File: src/rtl/error_counter_pkg.sv
// Shared constants for the tap-sweep error counter: FSM encoding, PRBS7 definition
// and a width helper.
package error_counter_pkg;

   typedef enum logic [2:0] {
      ST_IDLE   = 3'd0,
      ST_SETTLE = 3'd1,
      ST_COUNT  = 3'd2,
      ST_STORE  = 3'd3,
      ST_DONE   = 3'd4
   } state_t;

   // x^7 + x^6 + 1: feedback from register bits 6 and 5
   localparam logic [6:0] PRBS7_SEED = 7'h7F;
   localparam logic [6:0] PRBS7_TAPS = 7'b110_0000;

   function automatic int clog2_min1(input int n);
      return (n <= 2) ? 1 : $clog2(n);
   endfunction

endpackage

File: src/rtl/prbs7_gen.sv
// Free-running PRBS7 source; output is the register MSB.
module prbs7_gen
   import error_counter_pkg::*;
(
   input  logic CLK,
   input  logic RST,
   input  logic enable,
   output logic prbs_out
);

   logic [6:0] lfsr_q, lfsr_d;

   always_comb begin
      lfsr_d = lfsr_q;
      if (enable) lfsr_d = {lfsr_q[5:0], ^(lfsr_q & PRBS7_TAPS)};
   end

   always_ff @(posedge CLK or negedge RST) begin
      if (!RST) lfsr_q <= PRBS7_SEED;
      else      lfsr_q <= lfsr_d;
   end

   assign prbs_out = lfsr_q[6];

endmodule

File: src/rtl/error_counter.sv
// Sweeps a PRBS7 stream across delay taps and counts mismatches against tap 0 per tap.
//
// state  | meaning
// IDLE   | select tap 0, clear working counter
// SETTLE | let the newly selected tap settle, no counting
// COUNT  | count reference/test mismatches for WINDOW cycles
// STORE  | park count in the tap's result slot, advance tap
// DONE   | present results on O_DAT with O_STB
module error_counter
   import error_counter_pkg::*;
#(
   parameter int COUNT_WIDTH = 8,
   parameter int DELAY_TAPS  = 4,
   parameter int WINDOW      = 32,
   parameter int SETTLE      = 2
)(
   input  logic                              CLK,
   input  logic                              RST,
   output logic                              O_STB,
   output logic [DELAY_TAPS*COUNT_WIDTH-1:0] O_DAT
);

   localparam int TAP_W = clog2_min1(DELAY_TAPS);
   localparam int TMR_W = clog2_min1((WINDOW > SETTLE) ? WINDOW : SETTLE);
   localparam int RES_W = DELAY_TAPS * COUNT_WIDTH;

   localparam logic [TMR_W-1:0]       WIN_LOAD = TMR_W'(WINDOW - 1);
   localparam logic [TMR_W-1:0]       SET_LOAD = TMR_W'((SETTLE > 0) ? SETTLE - 1 : 0);
   localparam logic [TAP_W-1:0]       TAP_LAST = TAP_W'(DELAY_TAPS - 1);
   localparam logic [COUNT_WIDTH-1:0] CNT_MAX  = '1;

   state_t                 state_q, state_d;
   logic [TAP_W-1:0]       tap_q, tap_d;
   logic [TMR_W-1:0]       tmr_q, tmr_d;
   logic [COUNT_WIDTH-1:0] cnt_q, cnt_d;
   logic [RES_W-1:0]       res_q, res_d;
   logic [RES_W-1:0]       dat_q, dat_d;
   logic                   stb_q, stb_d;
   logic                   prbs_bit, test_bit, err;

   prbs7_gen u_prbs (
      .CLK      (CLK),
      .RST      (RST),
      .enable   (1'b1),
      .prbs_out (prbs_bit)
   );

   // Shift line bit i holds the PRBS bit delayed i+1 cycles; tap 0 is the live bit.
   generate
      if (DELAY_TAPS > 1) begin : g_line
         logic [DELAY_TAPS-2:0] line_q, line_d;
         logic [DELAY_TAPS-1:0] tap_vec;

         always_comb begin
            line_d = (DELAY_TAPS-1)'({line_q, prbs_bit});
         end

         always_ff @(posedge CLK or negedge RST) begin
            if (!RST) line_q <= '0;
            else      line_q <= line_d;
         end

         assign tap_vec  = {line_q, prbs_bit};
         assign test_bit = tap_vec[tap_q];
      end else begin : g_no_line
         assign test_bit = prbs_bit;
      end
   endgenerate

   assign err = prbs_bit ^ test_bit;

   always_comb begin
      state_d = state_q;
      tap_d   = tap_q;
      tmr_d   = tmr_q;
      cnt_d   = cnt_q;
      res_d   = res_q;
      dat_d   = dat_q;
      stb_d   = 1'b0;
      case (state_q)
         ST_IDLE: begin
            tap_d = '0;
            cnt_d = '0;
            if (SETTLE > 0) begin
               state_d = ST_SETTLE;
               tmr_d   = SET_LOAD;
            end else begin
               state_d = ST_COUNT;
               tmr_d   = WIN_LOAD;
            end
         end
         ST_SETTLE: begin
            if (tmr_q == '0) begin
               state_d = ST_COUNT;
               tmr_d   = WIN_LOAD;
            end else begin
               tmr_d = tmr_q - TMR_W'(1);
            end
         end
         ST_COUNT: begin
            if (err && (cnt_q != CNT_MAX)) cnt_d = cnt_q + COUNT_WIDTH'(1);
            if (tmr_q == '0) state_d = ST_STORE;
            else             tmr_d   = tmr_q - TMR_W'(1);
         end
         ST_STORE: begin
            for (int k = 0; k < DELAY_TAPS; k++) begin
               if (tap_q == TAP_W'(k)) res_d[k*COUNT_WIDTH +: COUNT_WIDTH] = cnt_q;
            end
            cnt_d = '0;
            // Output register loads on entry so O_DAT is already valid while O_STB is high.
            if (tap_q == TAP_LAST) begin
               state_d = ST_DONE;
               dat_d   = res_d;
               stb_d   = 1'b1;
            end else begin
               tap_d = tap_q + TAP_W'(1);
               if (SETTLE > 0) begin
                  state_d = ST_SETTLE;
                  tmr_d   = SET_LOAD;
               end else begin
                  state_d = ST_COUNT;
                  tmr_d   = WIN_LOAD;
               end
            end
         end
         ST_DONE: begin
            state_d = ST_IDLE;
         end
         default: begin
            state_d = ST_IDLE;
         end
      endcase
   end

   always_ff @(posedge CLK or negedge RST) begin
      if (!RST) begin
         state_q <= ST_IDLE;
         tap_q   <= '0;
         tmr_q   <= '0;
         cnt_q   <= '0;
         res_q   <= '0;
         dat_q   <= '0;
         stb_q   <= 1'b0;
      end else begin
         state_q <= state_d;
         tap_q   <= tap_d;
         tmr_q   <= tmr_d;
         cnt_q   <= cnt_d;
         res_q   <= res_d;
         dat_q   <= dat_d;
         stb_q   <= stb_d;
      end
   end

   assign O_STB = stb_q;
   assign O_DAT = dat_q;

endmodule

File: config.mk
export PLATFORM = sky130hd
export DESIGN_NAME = error_counter
export DESIGN_NICKNAME = d
export VERILOG_FILES = /design/src/rtl/error_counter_pkg.sv /design/src/rtl/prbs7_gen.sv /design/src/rtl/error_counter.sv
export SDC_FILE = /design/constraint.sdc
export NUM_CORES = 1
export LEC_CHECK = 0
export ABC_CLOCK_PERIOD_IN_PS = 2700
export CORE_AREA = 2 2 101 103
export DETAILED_ROUTE_END_ITERATION = 16
export DIE_AREA = 0 0 103 105
export HOLD_SLACK_MARGIN = 0.15
export PLACE_DENSITY_LB_ADDON = 0.2
export SYNTH_ARGS = -nofsm -noshare
export SYNTH_HDL_FRONTEND = slang
export SYNTH_SLANG_ARGS = --single-unit
File: constraint.sdc
create_clock -name CLK -period 2.7 [get_ports CLK]
set_clock_uncertainty 0.05 [all_clocks]
set_input_delay 0.27 -clock CLK [delete_from_list [all_inputs] [get_ports CLK]]
set_output_delay 0.27 -clock CLK [all_outputs]
set_load 0.005 [all_outputs]
==> out/summary.txt <==
status -> finished clean
multiplexer share of the synthesized area -> 14.1%
area of the multi-input gates -> 1530 um^2
final setup vio count -> 0
adder-cell share of the synthesized area -> 2.32%
Vert. Die Dim -> 105 um
Tot Pwr -> 2.41 mW
DRT iter0 DRCs -> 103
kind of critical path -> register to register
Die X -> 103 um
nets@finish -> 384
drt pass-1 iters -> 4
gr usage total -> 14.8%
ant diodes -> 0
die area -> 10800 um^2
placed instance area -> 4250 um^2
Post-CTS Setup Inserts -> 0
final worst-path cycle share -> 80.3%
fin crit period -> 2.17 ns
CORE AREA -> 9640 um^2
pre-CTS WS -> 0.555 ns
CP Max Fanout -> 4
pin count of the biggest net entering global routing -> 81
CTS H-Tree Depth -> 3
global-route wire length before repair -> 12400 um
Avg Cell Area, Syn -> 11.0 um^2
Root Buffer Master -> clkbuf_8
clock slew at reported path FFs -> 0.08 ns
PD cells -> 533 nW/um^2
initial core utilization -> 39.2%
post-synthesis sequential area ratio -> 56.5%
via count -> 2525
final worst setup slack -> 0.531 ns
combinational family with the most area after synthesis -> multiplexers
FP Rows -> 36
post-synthesis xor/xnor area fraction -> 0.695%
Routed Antenna Nets -> 0
TritonCTS Buffers -> 9
WL final -> 7300 um
TNS Setup -> 0 ns
placed wire-length estimate -> 4770 um
Netlist Area Pre-Place -> 3780 um^2
Netlist cell types -> 48
Post-Synth Simple-Gate Area -> 12.9%
Max Cap Viol -> 0
Final Max Slew Viols -> 0
fill cell count -> 930
crit end category -> register
# hold bufs at CTS -> 1
Peak supply drop -> 0.000307 V
total grt overflow -> 0
HP Class -> register to register
commonest non-fill, non-tap cell in the layout -> dfrtp_1
antenna violations before repair -> 0
layout cells sized above 1 -> 15.3%
Synth Warn # -> 0
Worst Setup Start Kind -> register
residual DRC count -> 0
WP data arrival -> 2.35 ns
vias in the first global route -> 2381
Worst R2R Start -> tmr_q[0]
LEAKAGE -> 2.09 nW
Worst Path Required -> 2.88 ns
Routability Congestion -> 0.759
PortBufs -> 34
Syn Nets -> 353
PostCTS Resize Cnt -> 0
hold path start -> u_prbs.lfsr_q[4]
P&R area growth vs syn -> 19.5%
WL per Instance -> 14.2 um
Compound-Gate Fraction of Synth Area -> 10.4%
origin of the worst setup path -> tmr_q[0]
#FFs+latches synth -> 85
RSZ-0062 raised after global routing -> false
later-pin clock latency in the skew report -> 0.35 ns
final hold violation count -> 0
number of synthesized flops with an enable pin -> 0
fin area -> 4520 um^2
most frequent cells in the layout -> dfrtp_1, nand2_1, o21ai_0
vias per inst -> 4.92
Register Area -> 2140 um^2
Worst Max-Slew Pin Slew -> 0.993 ns
CTS tree -> yes
normalized max-slew margin -> 33.8%
Synth Flop Type -> dfrtp_1
CTS max path bufs -> 2
Post-synth ARST share -> 100%
Clock Sinks -> 85
Post-Syn Instances -> 344
f_max -> 461 MHz
I/O Pins -> 35
per-layer routing:
| metal | global-route usage, % | wire length [um] | vias to the layer above |
|---|---|---|---|
| li1 | - | - | 1246 |
| met1 | 22.4 | 3690 | 1213 |
| met2 | 20.5 | 3190 | 57 |
| met3 | 4.08 | 325 | 9 |
| met4 | 4.23 | 94 | 0 |
| met5 | 0 | 0 | - |
worst paths after layout:
check | cells past startpoint | slack (ns) | end
worst max-delay path | 6 | 0.53 | tmr_q[4]
worst min register to register | 0 | 0.31 | u_prbs.lfsr_q[5]
max in group asynchronous | 3 | 1.29 | u_prbs.lfsr_q[0]
worst min-delay path | 0 | 0.31 | u_prbs.lfsr_q[5]
worst max register to register | 6 | 0.53 | tmr_q[4]
min in group asynchronous | 2 | 0.57 | O_DAT[25]
through the flow:
step / util [%] / hold slack [ns] / std cells
floorplan: - / -0.0756 / 344
global placement: 44.1 / 0.297 / 496
detailed placement: 44.1 / 0.297 / 496
CTS: 46.9 / 0.312 / 513
global route: 46.9 / 0.322 / 513
finish: 46.9 / 0.309 / 513
layout make-up:
type,count,area share [%]
Sequential cell,85,47.2
Multi-Input combinational cell,228,33.8
Timing Repair Buffer,42,8.86
Tap cell,133,3.68
Clock buffer,11,3.35
Clock inverter,5,2.35
Inverter,9,0.747
sequential cells by signal, indices dropped and copies added (netlist names):
signal / flops
O_DAT: 32
O_STB: 1
cnt_q: 8
g_line.line_q: 3
res_q: 24
state_q: 3
tap_q: 2
tmr_q: 5
u_prbs.lfsr_q: 7
kinds of logic (layout without fill, tap and decap cells):
logic type      count (synthesis)  count (layout)
compound gates                 62              62
xor+xnor                        3               3
fa+ha+maj                       7               7
mux                            51              51
buf+inv                        31              67
simple gates                  105             105
flops                          85              85
cells in the mapped netlist (3+ instances only):
master,count,area share [%]
o21ai_0,39,5.2
dfstp_2,7,4.9
inv_1,8,0.79
nand2b_1,9,1.5
nand3_1,3,0.40
dfrtp_1,78,52
nor2_1,6,0.60
and3_1,3,0.50
clkbuf_1,18,1.8
mux2_2,19,5.7
buf_2,3,0.40
a21oi_1,3,0.40
ha_1,7,2.3
nand2_1,67,6.6
mux2i_1,32,8.5
critical path, stage by stage (launching register included):
cell     delay, ns
dfrtp_1       0.42
inv_1         0.12
ha_1          0.14
or4b_4        0.47
a21oi_1       0.33
nor2_1        0.15
a221o_2       0.38
report_power, final:
part	internal (mW)	leakage, nW	total (mW)	switching [mW]
logic	0.00372	0.825	0.0276	0.0239
clock network	0.667	0.126	1.11	0.443
registers	1.27	1.14	1.27	0
total	1.94	2.09	2.41	0.467
No activity file was read; power rests on OpenSTA's default activity.
